### src/rtl/mult_pkg.sv
// mult_pkg: shared FSM state type, default parameters and latency formula for mem_mult_engine.
package mult_pkg;
  typedef enum logic [2:0] {IDLE, LOAD, MUL, STORE, DONE} state_t;
  localparam int DEF_OPW_BYTES = 2;
  localparam int DEF_NPAIRS = 16;
  localparam int DEF_SRC_BASE = 0;
  localparam int DEF_DST_BASE = 64;
  localparam int DEF_ADDR_W = 8;
  // Cycles from leaving IDLE until done rises: 2B load + 8B multiply + 2B store per pair.
  function automatic int job_latency(input int opw_bytes, input int npairs);
    return npairs * 12 * opw_bytes;
  endfunction
endpackage

### src/rtl/shift_add_mul.sv
// shift_add_mul: iterative unsigned W x W radix-2 shift-add multiplier.
//   clk, reset (sync, active-low), start (loads a/b and performs bit 0),
//   a, b (unsigned operands), busy (steps remaining), product (2W-bit result).
// The first partial product is taken on the start edge, so W-1 further cycles
// of busy follow and product is final in the first cycle busy is low.
module shift_add_mul #(
  parameter int W = 16
) (
  input  logic           clk,
  input  logic           reset,
  input  logic           start,
  input  logic [W-1:0]   a,
  input  logic [W-1:0]   b,
  output logic           busy,
  output logic [2*W-1:0] product
);
  localparam int CW = $clog2(W);
  logic [2*W-1:0] mcand;
  logic [2*W-1:0] acc;
  logic [W-1:0]   mplier;
  logic [CW-1:0]  cnt;
  assign busy = cnt != '0;
  assign product = acc;
  always_ff @(posedge clk) begin
    if (!reset) begin
      mcand <= '0;
      acc <= '0;
      mplier <= '0;
      cnt <= '0;
    end else if (start) begin
      acc <= b[0] ? {{W{1'b0}}, a} : '0;
      mcand <= {{W{1'b0}}, a} << 1;
      mplier <= b >> 1;
      cnt <= CW'(W - 1);
    end else if (busy) begin
      acc <= mplier[0] ? acc + mcand : acc;
      mcand <= mcand << 1;
      mplier <= mplier >> 1;
      cnt <= cnt - 1'b1;
    end
  end
endmodule

### src/rtl/mem_mult_engine.sv
// mem_mult_engine: multiplies NPAIRS big-endian operand pairs read from a byte memory
// and writes the 2W-bit big-endian products back.
//   clk, reset (sync, active-low), req (start / hold in DONE), sgn (signed mode),
//   done (high in DONE), mem_addr (shared read/write byte address),
//   mem_rd_data (combinational read data), mem_wr_en / mem_wr_data (byte write port).
module mem_mult_engine
  import mult_pkg::*;
#(
  parameter int OPW_BYTES = DEF_OPW_BYTES,
  parameter int NPAIRS    = DEF_NPAIRS,
  parameter int SRC_BASE  = DEF_SRC_BASE,
  parameter int DST_BASE  = DEF_DST_BASE,
  parameter int ADDR_W    = DEF_ADDR_W
) (
  input  logic              clk,
  input  logic              reset,
  input  logic              req,
  input  logic              sgn,
  output logic              done,
  output logic [ADDR_W-1:0] mem_addr,
  input  logic [7:0]        mem_rd_data,
  output logic              mem_wr_en,
  output logic [7:0]        mem_wr_data
);
  localparam int W  = 8 * OPW_BYTES;
  localparam int PB = 2 * OPW_BYTES;
  localparam int CW = $clog2(W);
  localparam int PW = NPAIRS > 1 ? $clog2(NPAIRS) : 1;
  state_t         state;
  logic [CW-1:0]  cnt;
  logic [PW-1:0]  pair;
  logic           sg;
  logic [2*W-1:0] ops;
  logic [2*W-1:0] ops_nx;
  logic [2*W-1:0] prod;
  logic [2*W-1:0] res;
  logic [W-1:0]   a_mag;
  logic [W-1:0]   b_mag;
  logic           start;
  logic           busy;
  logic           last_byte;
  logic           neg;
  int             off;
  // ops_nx includes the byte being read this cycle, so the multiplier can be
  // started on the final LOAD edge without an extra cycle.
  always_comb begin
    ops_nx = {ops[2*W-9:0], mem_rd_data};
    a_mag = sg && ops_nx[2*W-1] ? -ops_nx[2*W-1:W] : ops_nx[2*W-1:W];
    b_mag = sg && ops_nx[W-1] ? -ops_nx[W-1:0] : ops_nx[W-1:0];
    last_byte = cnt == CW'(PB - 1);
    start = state == LOAD && last_byte;
    neg = sg && (ops[2*W-1] ^ ops[W-1]);
    res = neg ? -prod : prod;
    off = PB * int'(pair) + int'(cnt);
    mem_addr = state == LOAD  ? ADDR_W'(SRC_BASE + off) :
               state == STORE ? ADDR_W'(DST_BASE + off) : ADDR_W'(SRC_BASE);
    mem_wr_en = state == STORE;
    mem_wr_data = state == STORE ? 8'(res >> (8 * (PB - 1 - int'(cnt)))) : 8'h00;
  end
  shift_add_mul #(.W(W)) u_mul (
    .clk(clk),
    .reset(reset),
    .start(start),
    .a(a_mag),
    .b(b_mag),
    .busy(busy),
    .product(prod)
  );
  always_ff @(posedge clk) begin
    if (!reset) begin
      state <= IDLE;
      cnt <= '0;
      pair <= '0;
      sg <= 1'b0;
      ops <= '0;
      done <= 1'b0;
    end else begin
      case (state)
        IDLE: if (req) begin
          state <= LOAD;
          sg <= sgn;
          pair <= '0;
          cnt <= '0;
        end
        LOAD: begin
          ops <= ops_nx;
          cnt <= last_byte ? '0 : cnt + 1'b1;
          if (last_byte) state <= MUL;
        end
        MUL: if (!busy) state <= STORE;
        STORE: begin
          cnt <= last_byte ? '0 : cnt + 1'b1;
          if (last_byte) begin
            pair <= pair + 1'b1;
            state <= pair == PW'(NPAIRS - 1) ? DONE : LOAD;
            done <= pair == PW'(NPAIRS - 1);
          end
        end
        DONE: if (!req) begin
          state <= IDLE;
          done <= 1'b0;
        end
        default: state <= IDLE;
      endcase
    end
  end
endmodule

### config.mk
export PLATFORM = sky130hd
export DESIGN_NAME = mem_mult_engine
export DESIGN_NICKNAME = d
export VERILOG_FILES = /design/src/rtl/mult_pkg.sv /design/src/rtl/shift_add_mul.sv /design/src/rtl/mem_mult_engine.sv
export SDC_FILE = /design/constraint.sdc
export NUM_CORES = 1
export LEC_CHECK = 0
export BUFFER_PORTS_ARGS = -buffer_cell sky130_fd_sc_hd__buf_2
export CAP_MARGIN = 20
export CORE_ASPECT_RATIO = 1.25
export CORE_UTILIZATION = 55
export CTS_BUF_LIST = sky130_fd_sc_hd__clkbuf_8
export DETAILED_ROUTE_END_ITERATION = 8
export PLACE_DENSITY = 0.71
export SLEW_MARGIN = 0
export SYNTH_ARGS = -nofsm -noshare
export SYNTH_HDL_FRONTEND = slang
export SYNTH_SLANG_ARGS = --single-unit
### constraint.sdc
create_clock -name clk -period 5.6 [get_ports clk]
set_input_delay 1.68 -clock clk [delete_from_list [all_inputs] [get_ports clk]]
set_output_delay 1.68 -clock clk [all_outputs]
set_load 0.01 [all_outputs]
==> impl_metrics.ini <==
[run_status]
status = finished clean

[floorplanning]
ioPinCount = 30
core_um2 = 13900
start_util_pct = 56.8
die_w_um = 109
die_y_um = 136
rows = 48
die_area_um2 = 14800

[critical_path]
r2r_end = u_mul.product[12]$_SDFFE_PN0P_
r2r_setup_slack_ns = 2.31
path_class = reg -> out
crit_slowest_cell = nor4_1
startpoint = u_mul.product[2]$_SDFFE_PN0P_
path_cells = nor4_1, and4_1, nand2_1, nor3_1, or3_1, a21oi_1, a311oi_1, nor2b_1, o21a_1, buf_2
slowest_delay_ns = 0.61
startpoint_type = flop
crit_path_end_kind = output pin
worst_r2r_path_depth = 8
required_ns = 3.92
arrival_ns = 2.98
r2r_start = state[0]$_SDFFE_PN0P_
critPathMaxFanout = 6

[layout]
syn2layout_area_growth_pct = 7.99
fill_cells = 1345
multiInputGateArea_um2 = 5170
layout_commonest_cell = nand2_1
final_area_um2 = 8500
final-seq-area_um2 = 2400
final_nets = 1126
final_cell_mix = 213 x nand2_1, 124 x a21oi_1, 120 x dfxtp_1
layout-drive-gt1-share_pct = 8.10
antenna_cells = 0

[routing]
drc = 0
drt_iter0_drc = 513
ant_nets = 0
first_pass_iters = 5
vias = 7479
wl_um = 20700
viasPerCell = 5.93
wire_per_inst_um = 16.5

[timing]
period_minus_slack_ns = 4.66
setup_viol = 0
worst_pin_slew_ns = 0.982
max_freq_mhz = 214
fin_tns_setup_ns = 0
fin_skew_ns = 0.0101
period_share_pct = 83.3
slew_violations = 0
rsz0062_at_grt = no
relSlewSlack_pct = 34.5
hold_viol_final = 0

[synth]
synth_top_cell_by_area = dfxtp_1
syn_area_um2 = 7880
synth_top_area_share_pct = 30.5
yosys_warnings = 0
yosysSeqAreaShare_pct = 30.5
synthFlopType = dfxtp_1
synth_area_per_cell_um2 = 7.32
yosysUniqueCellTypes = 66
synth_cells = 1076
ys_top_cells_by_area = dfxtp_1 31%, nand2_1 10%, a21oi_1 7.9%
synthesis.nets = 1129
async_reset_ff_share_pct = 0
synth_edf_count = 0
ys_ff_latch = 120

[global_route]
grt_antenna_before_repair = 0
track_usage_pct = 29.3
overflow = 0
grt_max_degree = 85
grt_pass1_vias = 6809
grt_pass1_wl_um = 33700

[run]
maxCapViolCount = 0

[place]
place_area_um2 = 8070
hpwl_um = 14900
gp_congestion = 0.899
portBuffers = 29

[clocking]
root_buffer = clkbuf_8
cts_buffers = 17
cts_tree = yes
clk_latency_ns = 0.46
htreeDepth = 4
postCtsSetupBuffers = 0
cts_hold_buf = 0
cts_buffer_depth = 2
clkTransAtPathRegs_ns = 0.08
cts-resized-gates = 0
cts.sink_count = 120

[worst_hold_path]
hp-start = u_mul.mplier[14]$_SDFFE_PN0P_
hp-class = reg -> reg
worstHoldPathCells = 2
hold_path_end = u_mul.mplier[14]$_SDFFE_PN0P_

[power]
ir_drop_uv = 236
p_leak_uw = 0.00330
fin_total_pwr_uw = 2160
p_per_area_nw_per_um2 = 255
[synth_stat cells (9+ instances only)]
cell,count
dfxtp_1,120
nor3_1,24
nor2_1,101
a211oi_1,19
and3_1,15
a21oi_1,124
nand2_1,213
or3_1,9
clkbuf_1,53
inv_1,20
ha_1,39
xor2_1,49
nand3_1,25
o21ai_0,62
xnor2_1,39
and2_1,10
a21o_1,10
o221ai_1,10
a311oi_1,18
[sequential cells by signal, summed over array words and instances, names as in the netlist]
name           count
u_mul.mplier      15
sg                 1
state              3
u_mul.product     32
u_mul.mcand       31
cnt                4
ops               25
u_mul.cnt          4
done               1
pair               4
[report_power, final]
part	leakage, µW	total [µW]	internal, µW	switching (µW)
clock	0.000215	865	504	361
combinational	0.00211	384	95.6	288
sequential	0.000970	916	883	33.1
total	0.00330	2160	1480	682
[worst max-delay path, delay by kind of cell, from the launching register on]
| kind | cells | cell delay [ns] |
|---|---|---|
| AND/OR/NAND/NOR | 6 | 1.50 |
| AO/OA/AOI/OAI | 3 | 0.54 |
| flip-flops | 1 | 0.36 |
| buffers and inverters | 1 | 0.13 |
[stage by stage]
step / cells / utilization, % / hold slack, ns / setup WS, ns
floorplan: 1076 / - / 0.444 / 1.81
global placement: 1229 / 58.1 / 0.453 / 1.45
detailed placement: 1229 / 58.1 / 0.459 / 1.41
CTS: 1261 / 61.3 / 0.470 / 0.907
global route: 1261 / 61.3 / 0.496 / 0.666
finish: 1261 / 61.3 / 0.466 / 0.935
[logic make-up after synthesis]
kind of cell | Yosys count | synth area share (%)
flip-flops | 120 | 30.5
XOR/XNOR | 88 | 9.79
adder cells (fa/ha/maj) | 41 | 6.70
buffers and inverters | 78 | 3.99
AND/OR/NAND/NOR | 450 | 25.7
multiplexers | 5 | 0.651
AO/OA/AOI/OAI | 294 | 22.6
[area by class of cell]
| cell class | count | share of cell area (%) |
|---|---|---|
| Clock buffer | 19 | 3.07 |
| Clock inverter | 13 | 2.09 |
| Inverter | 20 | 0.883 |
| Multi-Input combinational cell | 878 | 60.8 |
| Sequential cell | 120 | 28.2 |
| Tap cell | 175 | 2.57 |
| Timing Repair Buffer | 36 | 2.32 |
[worst max path at each step]
stage | end | depth (start not counted)
after floorplan | mem_wr_data[6] | 9
after global placement | mem_wr_data[6] | 10
after detailed placement | mem_wr_data[6] | 10
after CTS | mem_wr_data[6] | 10
after global routing | mem_wr_data[6] | 10
final | mem_wr_data[6] | 10
[metal layers]
layer  vias up  global-route usage [%]  part of all wire (%)  wire length (µm)
met2       156                    49.9                    50             10400
li1       3787                       -                     -                 -
met4         0                    13.2                   3.0               619
met3        39                    4.38                   3.6               753
met1      3497                    36.0                    43              8990
met5         -                       0                     0                 0
Power figures use the tool's default switching activity.
